**config.mk**
```make
export PLATFORM = sky130hd
export DESIGN_NAME = carry_lookahead_adder
export DESIGN_NICKNAME = d
export VERILOG_FILES = /design/src/rtl/carry_lookahead_adder.sv
export SDC_FILE = /design/constraint.sdc
export NUM_CORES = 1
export LEC_CHECK = 0
export BUFFER_PORTS_ARGS = -buffer_cell sky130_fd_sc_hd__buf_2
export CAP_MARGIN = 20
export CORE_AREA = 2 2 39 41
export CTS_CLUSTER_DIAMETER = 60
export DETAILED_ROUTE_END_ITERATION = 8
export DIE_AREA = 0 0 41 43
export GPL_ROUTABILITY_DRIVEN = 0
export PLACE_DENSITY = 0.53
export SYNTH_ARGS = -nofsm -noshare
export SYNTH_HDL_FRONTEND = slang
export SYNTH_SLANG_ARGS = --single-unit
```
**constraint.sdc**
```tcl
create_clock -name clk -period 2.2 [get_ports clk]
set_clock_uncertainty 0.2 [all_clocks]
set_input_delay 0.11 -clock clk [delete_from_list [all_inputs] [get_ports clk]]
set_output_delay 0.11 -clock clk [all_outputs]
set_load 0.1 [all_outputs]
```
**src/rtl/carry_lookahead_adder.sv**
```systemverilog
// ---------------------------------------------------------------------------
// carry_lookahead_adder
//
// Registered WIDTH-bit unsigned adder: {Cout, Sum} <= A + B + Cin.
// The carries come from two levels of carry look-ahead. The first level works
// inside each 4-bit group. The second level is a flattened look-ahead across
// the group generate/propagate terms. No carry ripples through the group
// adders. Results appear one clock after the operands are sampled.
//
// Parameters:
//   WIDTH  operand/sum width, a multiple of 4 in the range 4..64
//   GROUP  bits per look-ahead group, fixed at 4
//
// Ports:
//   clk    rising-edge clock
//   rst_n  synchronous active-low reset, clears Sum/Cout (and Ovf)
//   A, B   unsigned operands
//   Cin    carry-in
//   Sum    registered (A+B+Cin) mod 2^WIDTH
//   Cout   registered carry out of the MSB
//   Ovf    registered signed overflow; present only when CLA_OVERFLOW_EN is
//          defined
//
// Optional feature macro: CLA_OVERFLOW_EN
// ---------------------------------------------------------------------------
module carry_lookahead_adder #(
    parameter int WIDTH = 4,
    parameter int GROUP = 4
) (
    input  logic             clk,
    input  logic             rst_n,
    input  logic [WIDTH-1:0] A,
    input  logic [WIDTH-1:0] B,
    input  logic             Cin,
    output logic [WIDTH-1:0] Sum,
    output logic             Cout
`ifdef CLA_OVERFLOW_EN
    ,
    output logic             Ovf
`endif
);

    localparam int NG = WIDTH / 4;

    if ((WIDTH % 4) != 0 || WIDTH < 4 || WIDTH > 64) begin : g_bad_width
        $error("carry_lookahead_adder: WIDTH must be a multiple of 4 in 4..64");
    end
    if (GROUP != 4) begin : g_bad_group
        $error("carry_lookahead_adder: GROUP is fixed at 4");
    end

    logic [WIDTH-1:0] g;
    logic [WIDTH-1:0] p;
    logic [WIDTH-1:0] c;
    logic [NG-1:0]    grp_g;
    logic [NG-1:0]    grp_p;
    logic [NG:0]      grp_c;

    assign g = A & B;
    assign p = A ^ B;

    // First level: carries inside each 4-bit group, plus the group G/P terms.
    for (genvar gi = 0; gi < NG; gi++) begin : g_grp
        localparam int B0 = gi * 4;

        assign c[B0]     = grp_c[gi];
        assign c[B0 + 1] = g[B0]
                         | (p[B0] & grp_c[gi]);
        assign c[B0 + 2] = g[B0 + 1]
                         | (p[B0 + 1] & g[B0])
                         | (p[B0 + 1] & p[B0] & grp_c[gi]);
        assign c[B0 + 3] = g[B0 + 2]
                         | (p[B0 + 2] & g[B0 + 1])
                         | (p[B0 + 2] & p[B0 + 1] & g[B0])
                         | (p[B0 + 2] & p[B0 + 1] & p[B0] & grp_c[gi]);

        assign grp_g[gi] = g[B0 + 3]
                         | (p[B0 + 3] & g[B0 + 2])
                         | (p[B0 + 3] & p[B0 + 2] & g[B0 + 1])
                         | (p[B0 + 3] & p[B0 + 2] & p[B0 + 1] & g[B0]);
        assign grp_p[gi] = &p[B0 +: 4];
    end

    // Second level: each group carry is a flat OR of product terms,
    // G[j] & P[j+1..k] for every j <= k, plus Cin & P[0..k]. It never
    // depends on the carry from the group below it.
    logic term_cin;
    logic term_g;
    logic acc;

    always_comb begin
        grp_c    = '0;
        term_cin = 1'b0;
        term_g   = 1'b0;
        acc      = 1'b0;
        grp_c[0] = Cin;
        for (int k = 0; k < NG; k++) begin
            term_cin = Cin;
            for (int m = 0; m <= k; m++) begin
                term_cin = term_cin & grp_p[m];
            end
            acc = term_cin;
            for (int j = 0; j <= k; j++) begin
                term_g = grp_g[j];
                for (int m = j + 1; m <= k; m++) begin
                    term_g = term_g & grp_p[m];
                end
                acc = acc | term_g;
            end
            grp_c[k + 1] = acc;
        end
    end

    logic [WIDTH-1:0] sum_d, sum_q;
    logic             cout_d, cout_q;

    assign sum_d  = p ^ c;
    assign cout_d = grp_c[NG];

    always_ff @(posedge clk) begin
        if (!rst_n) begin
            sum_q  <= '0;
            cout_q <= 1'b0;
        end else begin
            sum_q  <= sum_d;
            cout_q <= cout_d;
        end
    end

    assign Sum  = sum_q;
    assign Cout = cout_q;

`ifdef CLA_OVERFLOW_EN
    logic ovf_d, ovf_q;

    // Signed overflow: the carry into the MSB differs from the carry out of it.
    assign ovf_d = c[WIDTH-1] ^ grp_c[NG];

    always_ff @(posedge clk) begin
        if (!rst_n) begin
            ovf_q <= 1'b0;
        end else begin
            ovf_q <= ovf_d;
        end
    end

    assign Ovf = ovf_q;
`endif

endmodule

```
Word-level counts from Yosys, hierarchy flattened --
Cells that the tools add are included.
Cells by class: bitwise operators 28, reductions and logical operators 1
Operator list (count):
- $and A1 B1 Y1 | 15
- $or A1 B1 Y1 | 10
- $xor A4 B4 Y4 | 2
- $and A4 B4 Y4 | 1
- $reduce_and A4 Y1 | 1
Storage, ports and cells: flip-flop bits (word level) 5, output and inout bits 5, word-level logic and storage cells 31

Logic depth before layout (Yosys ltp) --
Gate-level depths: netlist of run 1.
depth in word-level cells 6, mapped depth 4, gate-level depth less buffers 4

Worst setup path after synthesis of run 1 --
No wires, ideal clock.
path type input port to flip-flop, start input port A[1], end register sum_q[3] (netlist: Sum[3]), setup time 0.072 ns, data arrival time 0.968 ns, required time 1.928 ns, slack 0.960 ns, cell stages on the path 4, path through ha_1 -> a21o_2 -> a21oi_2 -> mux2i_1
Between the ends: word-level cells in the longest chain between the ends 6, elaborated cells on any way between the ends 11
RTL lines:
- start, declared | RTL line 32 | input logic [WIDTH-1:0] A,
- $and A4 B4 Y4 / $xor A4 B4 Y4 (equally long branches) | RTL line 59, 60
- $and A1 B1 Y1, on equally long branches | RTL line 73, 74, 75
- $or A1 B1 Y1, or another cell as far along | RTL line 73 | | (p[B0 + 2] & g[B0 + 1])
- $or A1 B1 Y1 / $and A1 B1 Y1 (equally long branches) | RTL line 74, 75
- $or A1 B1 Y1 (*) | RTL line 75 | | (p[B0 + 2] & p[B0 + 1] & p[B0] & grp_c[gi]);
- $xor A4 B4 Y4 (*) | RTL line 117 | assign sum_d = p ^ c;
- end signal, assigned | RTL line 125 | sum_q <= sum_d;
- end, declared | RTL line 114 | logic [WIDTH-1:0] sum_d, sum_q;
Every way passes the cells marked *; elsewhere a longest branch is shown, timed or not. A chain may end at the register's enable or synchronous reset.

Worst setup path in the final report of run 1 --
start register cout_q (netlist: Cout), end output port Cout
RTL lines:
- start, declared | RTL line 115 | logic cout_d, cout_q;
- start signal, assigned | RTL line 126 | cout_q <= cout_d;
- end, declared | RTL line 36 | output logic Cout
No word-level cell between the ends.

==> results.toml, run 1 <==
[run_status]
status = "finished clean"

[timing]
hold_viol_final = 0
worstMarginPinSlew_ns = 0.485
setup_tns_ns = 0
fmax_mhz = 797
finalCriticalPeriod_ns = 1.25
timing.final.crit_share = 0.570
drv_slew = 0
setup_violations = 0
rsz0062_at_grt = "false"
max_slew_margin = 0.679

[clock_tree]
cts_buffers = 3
cts_tree = "done"
cts_root_buf = "clkbuf_4"
cts_sinks = 5
cts_max_level = 1
cts_buffer_depth = 2
cts.clk_slew.worst_paths_ns = 0.04
cts_resized = 0

[final_layout]
antenna_cells = 0
area_growth_pct = 45.7
fillers = 151
fin_nets = 66
seq_area_um2 = 100
multi_input_area_um2 = 173
drive_above_1_share = 0.449

[synthesis]
yosys.area.top_type_share = 0.348
synth_area_leaders = "dfxtp_1 35%, ha_1 17%, fa_1 7.0%"
yosys.cell_count.top_type = "dfxtp_1"
ys_seq_area_frac = 0.348
synthDistinctLibCells = 17
syn-cell-area_um2 = 288
synthFlopType = "dfxtp_1"
postSynthCellCount = 29
synth_edf_count = 0
ys_ff_latch = 5
ys_warn_count = 0
avgSynthCellArea_um2 = 9.92
synth_top_area_cell = "dfxtp_1"
synthTopCellsByCount = "5 x dfxtp_1, 4 x ha_1, 4 x inv_1"
synthesis.nets = 45
synthArstFlopShare = 0

[pwr]
seq_power_share = 0.303
ir_drop_mv = 0.147
power_leakage_nw = 0.234
power_frac_comb = 0.399
swShare = 0.403
switchingPower_uw = 137
power.density_nw_per_um2 = 812
p_int_uw = 203
total_power_uw = 340
clockPowerShare = 0.298

[routing]
drt_iter0_drc = 3
vias_per_cell = 3.95
drc_errors = 0
drt-total-wl_um = 504
wire_per_inst_um = 7.75
drt-pass1-iter-count = 3
postRouteAntennaNets = 0
num_vias = 257

[setup_path]
cp.required_ns = 1.89
worstSetupPathType = "reg -> out"
critPathMaxStageDelay_ns = 0.41
startpoint_type = "flop"
worst-path-buf-inv = 1
cp.arrival_ns = 0.94
end_kind = "output port"
path_cells = "buf_2"
cp_top_family = "buffers and inverters"
slowest_stage = "buf_2"
critPathMaxFanout = 1

[grt]
grt_antenna_before_repair = 0
grt_pass1_wl_um = 786
grt_max_degree = 5
gr-total-overflow = 0
grt_pass1_vias = 226
track_usage = 0.0664

[floorplanning]
die_area_um2 = 1760
ios = 16
start_util = 0.208
die_y_um = 43
core_um2 = 1380
die_w_um = 41
num_rows = 14

[place]
io_buffers = 15

[min_path]
hold_path.class = "in -> reg"
hold_start = "B[3]"
min_to = "Cout"
whs_path_depth = 4

[flow_run]
drv_cap = 0
[layer usage]
metal	up-vias	GRT usage	part of all wire
met5	-	0	0
met4	0	0.0800	0
met1	109	0.0906	0.44
met2	9	0.0813	0.49
met3	0	0	0.069
li1	139	-	-
[metrics by stage]
stage | cell area [µm²] | setup WS, ns | instances | utilization | hold WS, ns
after detailed placement | 383 | 0.788 | 60 | 0.277 | 0.179
final | 419 | 0.945 | 65 | 0.303 | 0.0197
after global placement | 383 | 0.799 | 60 | 0.277 | 0.170
after CTS | 419 | 0.932 | 65 | 0.303 | 0.0191
after floorplan | 288 | 0.960 | 29 | - | 0.0227
after global routing | 419 | 0.904 | 65 | 0.303 | 0.0363
[cells in the final DEF, fill, tap and decap left out]
master         count
buf_2             15
dfxtp_1            5
inv_1              4
ha_1               4
clkbuf_4           3
nor2_1             2
nand2_1            2
a21o_2             1
and3_2             1
nor3_1             1
o21ai_1            1
nor3b_2            1
xor2_1             1
a41o_1             1
a21oi_2            1
o21ai_0            1
nand2b_1           1
mux2i_1            1
fa_1               1
clkbuf_1           1
dlygate4sd3_1      1
[cells by family (layout without fill, tap and decap cells)]
group | after synthesis | in the layout | synth area share
and+or+nand+nor | 8 | 8 | 0.161
adders and majority gates | 5 | 5 | 0.243
AOI/OAI and AO/OA | 5 | 5 | 0.130
DFF | 5 | 5 | 0.348
buffers and inverters | 4 | 24 | 0.0522
xor gates and xnor gates | 1 | 1 | 0.0304
muxes | 1 | 1 | 0.0348
[state kept, by name, indices dropped and copies added (netlist names)]
signal  cells
Sum         4
Cout        1
[timing repair]
action,CTS,global route
endpoints found under the setup margin,0,0
buffers inserted,0,0
hold buffers,1,0
hold endpoints to repair,4,0
[power groups by stage]
| stage | Sequential (mW) | Clock, mW | Combinational [mW] |
|---|---|---|---|
| CTS | 0.103 | 0.105 | 0.137 |
| finish | 0.103 | 0.101 | 0.136 |
| floorplan | 0.180 | 0 | 0.0342 |
| detailed placement | 0.105 | 0 | 0.135 |
| global placement | 0.105 | 0 | 0.134 |
| global route | 0.104 | 0.110 | 0.145 |
[worst max-delay path by stage]
| stage | from | end | cells past startpoint |
|---|---|---|---|
| 5_1_grt | Sum[0] | Sum[0] | 1 |
| 3_3_place_gp | A[2] | Sum[3] | 5 |
| 3_5_place_dp | A[1] | Sum[3] | 5 |
| 2_1_floorplan | A[1] | Sum[3] | 4 |
| 4_1_cts | Cout | Cout | 1 |
| 6_report | Cout | Cout | 1 |
[final cells by class]
class,count,share of cell area
Timing Repair Buffer,16,0.203
Sequential cell,5,0.239
Tap cell,16,0.0478
Inverter,4,0.0358
Multi-Input combinational cell,20,0.412
Clock buffer,4,0.0627
(Power assumes the default switching activity.)
==> run 2, diff against run 1 <==
Settings changed: PLACE_DENSITY 0.53 to 0.54.
Clock period 2.2 ns to 1.1 ns, I/O delays scaled along.
==> run 2 against run 1 <==
The flow now finishes with violations (hold timing). Design area increased by 29%. Global-route usage increased by 2.3 points. Die area unchanged. Wire length increased by 7.5%. Sequential cell count unchanged. Sequential power increased by 120%. Hold slack got worse by 0.053 ns. Cell count increased by 3.1%. Largest power group unchanged.
==> results.toml, run 2 (synthesis gave the netlist of run 1 again) <==
[run_status]
status = "finished with violations"
violations = "hold timing"

[min_path]
whs_path_depth = 4
hold_start = "B[3]"
hold_path.class = "in -> reg"
min_to = "Cout"

[place]
place_ws_ns = -0.199
io_buffers = 15
dp.final_hpwl_um = 481

[timing]
finalCriticalPeriod_ns = 1.05
setup_tns_ns = 0
finalWorstSetupSlack_ns = 0.0517
fmax_mhz = 954
setup_violations = 0
worstMarginPinSlew_ns = 0.213
hold_viol_final = 1
max_slew_margin = 0.857
timing.final.crit_share = 0.953
drv_slew = 0
whs_ns = -0.0332
rsz0062_at_grt = "false"

[clock_tree]
cts_max_level = 1
postCtsHoldBufs = 1
cts_tree = "done"
cts_resized = 0
cts_buffer_depth = 2
post_cts_buffers = 0
cts_buffers = 3
cts_root_buf = "clkbuf_4"
cts_sinks = 5
cts.clk_slew.worst_paths_ns = 0.04

[grt]
track_usage = 0.0895
grt_pass1_wl_um = 979
grt_antenna_before_repair = 0
grt_max_degree = 5
grt_pass1_vias = 256
gr-total-overflow = 0

[final_layout]
drive_above_1_share = 0.608
layout_commonest_cell = "buf_2"
final_cell_mix = "10 x buf_2, 5 x dfxtp_2, 5 x buf_12"
antenna_cells = 0
fillers = 146
largest_register_ff_count = 4
area_growth_pct = 87.8
fin_nets = 68

[routing]
wire_per_inst_um = 8.09
drt-total-wl_um = 542
drt-pass1-iter-count = 2
top_layer = "met3"
met3_wirelength_um = 74
wl_met1_um = 235
vias_per_cell = 4.10
drc_errors = 0
dr_wl_met2_um = 232
postRouteAntennaNets = 0
drt_iter0_drc = 3
num_vias = 275

[setup_path]
startpoint_type = "primary input"
worstSetupPathType = "in -> reg"
critPathMaxFanout = 2
cp.required_ns = 1.06
cp.arrival_ns = 1.01
end_kind = "flop"

[floorplanning]
ios = 16
start_util = 0.208
core_um2 = 1380
num_rows = 14
die_w_um = 41
die_y_um = 43
die_area_um2 = 1760

[pwr]
p_int_uw = 489
seq_power_share = 0.284
power_leakage_nw = 0.265
clockPowerShare = 0.266
power_frac_comb = 0.450
ir_drop_mv = 0.587
swShare = 0.379
switchingPower_uw = 299
power.density_nw_per_um2 = 1460

[flow_run]
drv_cap = 0
run 2: area by class of cell:
cell class	instances	area [µm²]	area share
multi-input combinational	20	198	0.366
tap	16	20.0	0.0370
timing repair buffer	18	175	0.324
sequential	5	106	0.197
inverter	4	15.0	0.0278
clock buffer	4	26.3	0.0486
run 2: worst max-delay path by stage:
stage | from | end
after floorplan | A[0] | Sum[3]
after global placement | A[0] | Sum[3]
after detailed placement | A[0] | Sum[3]
after CTS | A[0] | Sum[3]
after global routing | A[0] | Sum[3]
final | A[0] | Sum[3]
run 2: worst max-delay path, stage by stage:
cell,delay [ns]
buf_2,0.10
ha_1,0.29
a41o_1,0.25
a21oi_2,0.13
mux2i_1,0.18
run 2: power groups by stage:
stage               Clock (mW)  Sequential [mW]  Combinational (mW)
finish                   0.209            0.224               0.355
CTS                      0.220            0.225               0.358
global placement             0            0.227               0.352
floorplan                    0            0.367              0.0747
detailed placement           0            0.228               0.354
global route             0.234            0.225               0.381
run 2: metal layers:
metal | vias up | global-route usage
met2 | 14 | 0.125
met4 | 0 | 0.0400
met5 | - | 0
li1 | 142 | -
met3 | 0 | 0.0785
met1 | 119 | 0.0906
run 2: stage by stage:
stage,total power [mW],instances,utilization,cell area (µm²)
4_1_cts,0.803,67,0.391,541
3_3_place_gp,0.579,62,0.364,504
3_5_place_dp,0.583,62,0.364,504
6_report,0.788,67,0.391,541
2_1_floorplan,0.441,29,-,319
5_1_grt,0.839,67,0.391,541
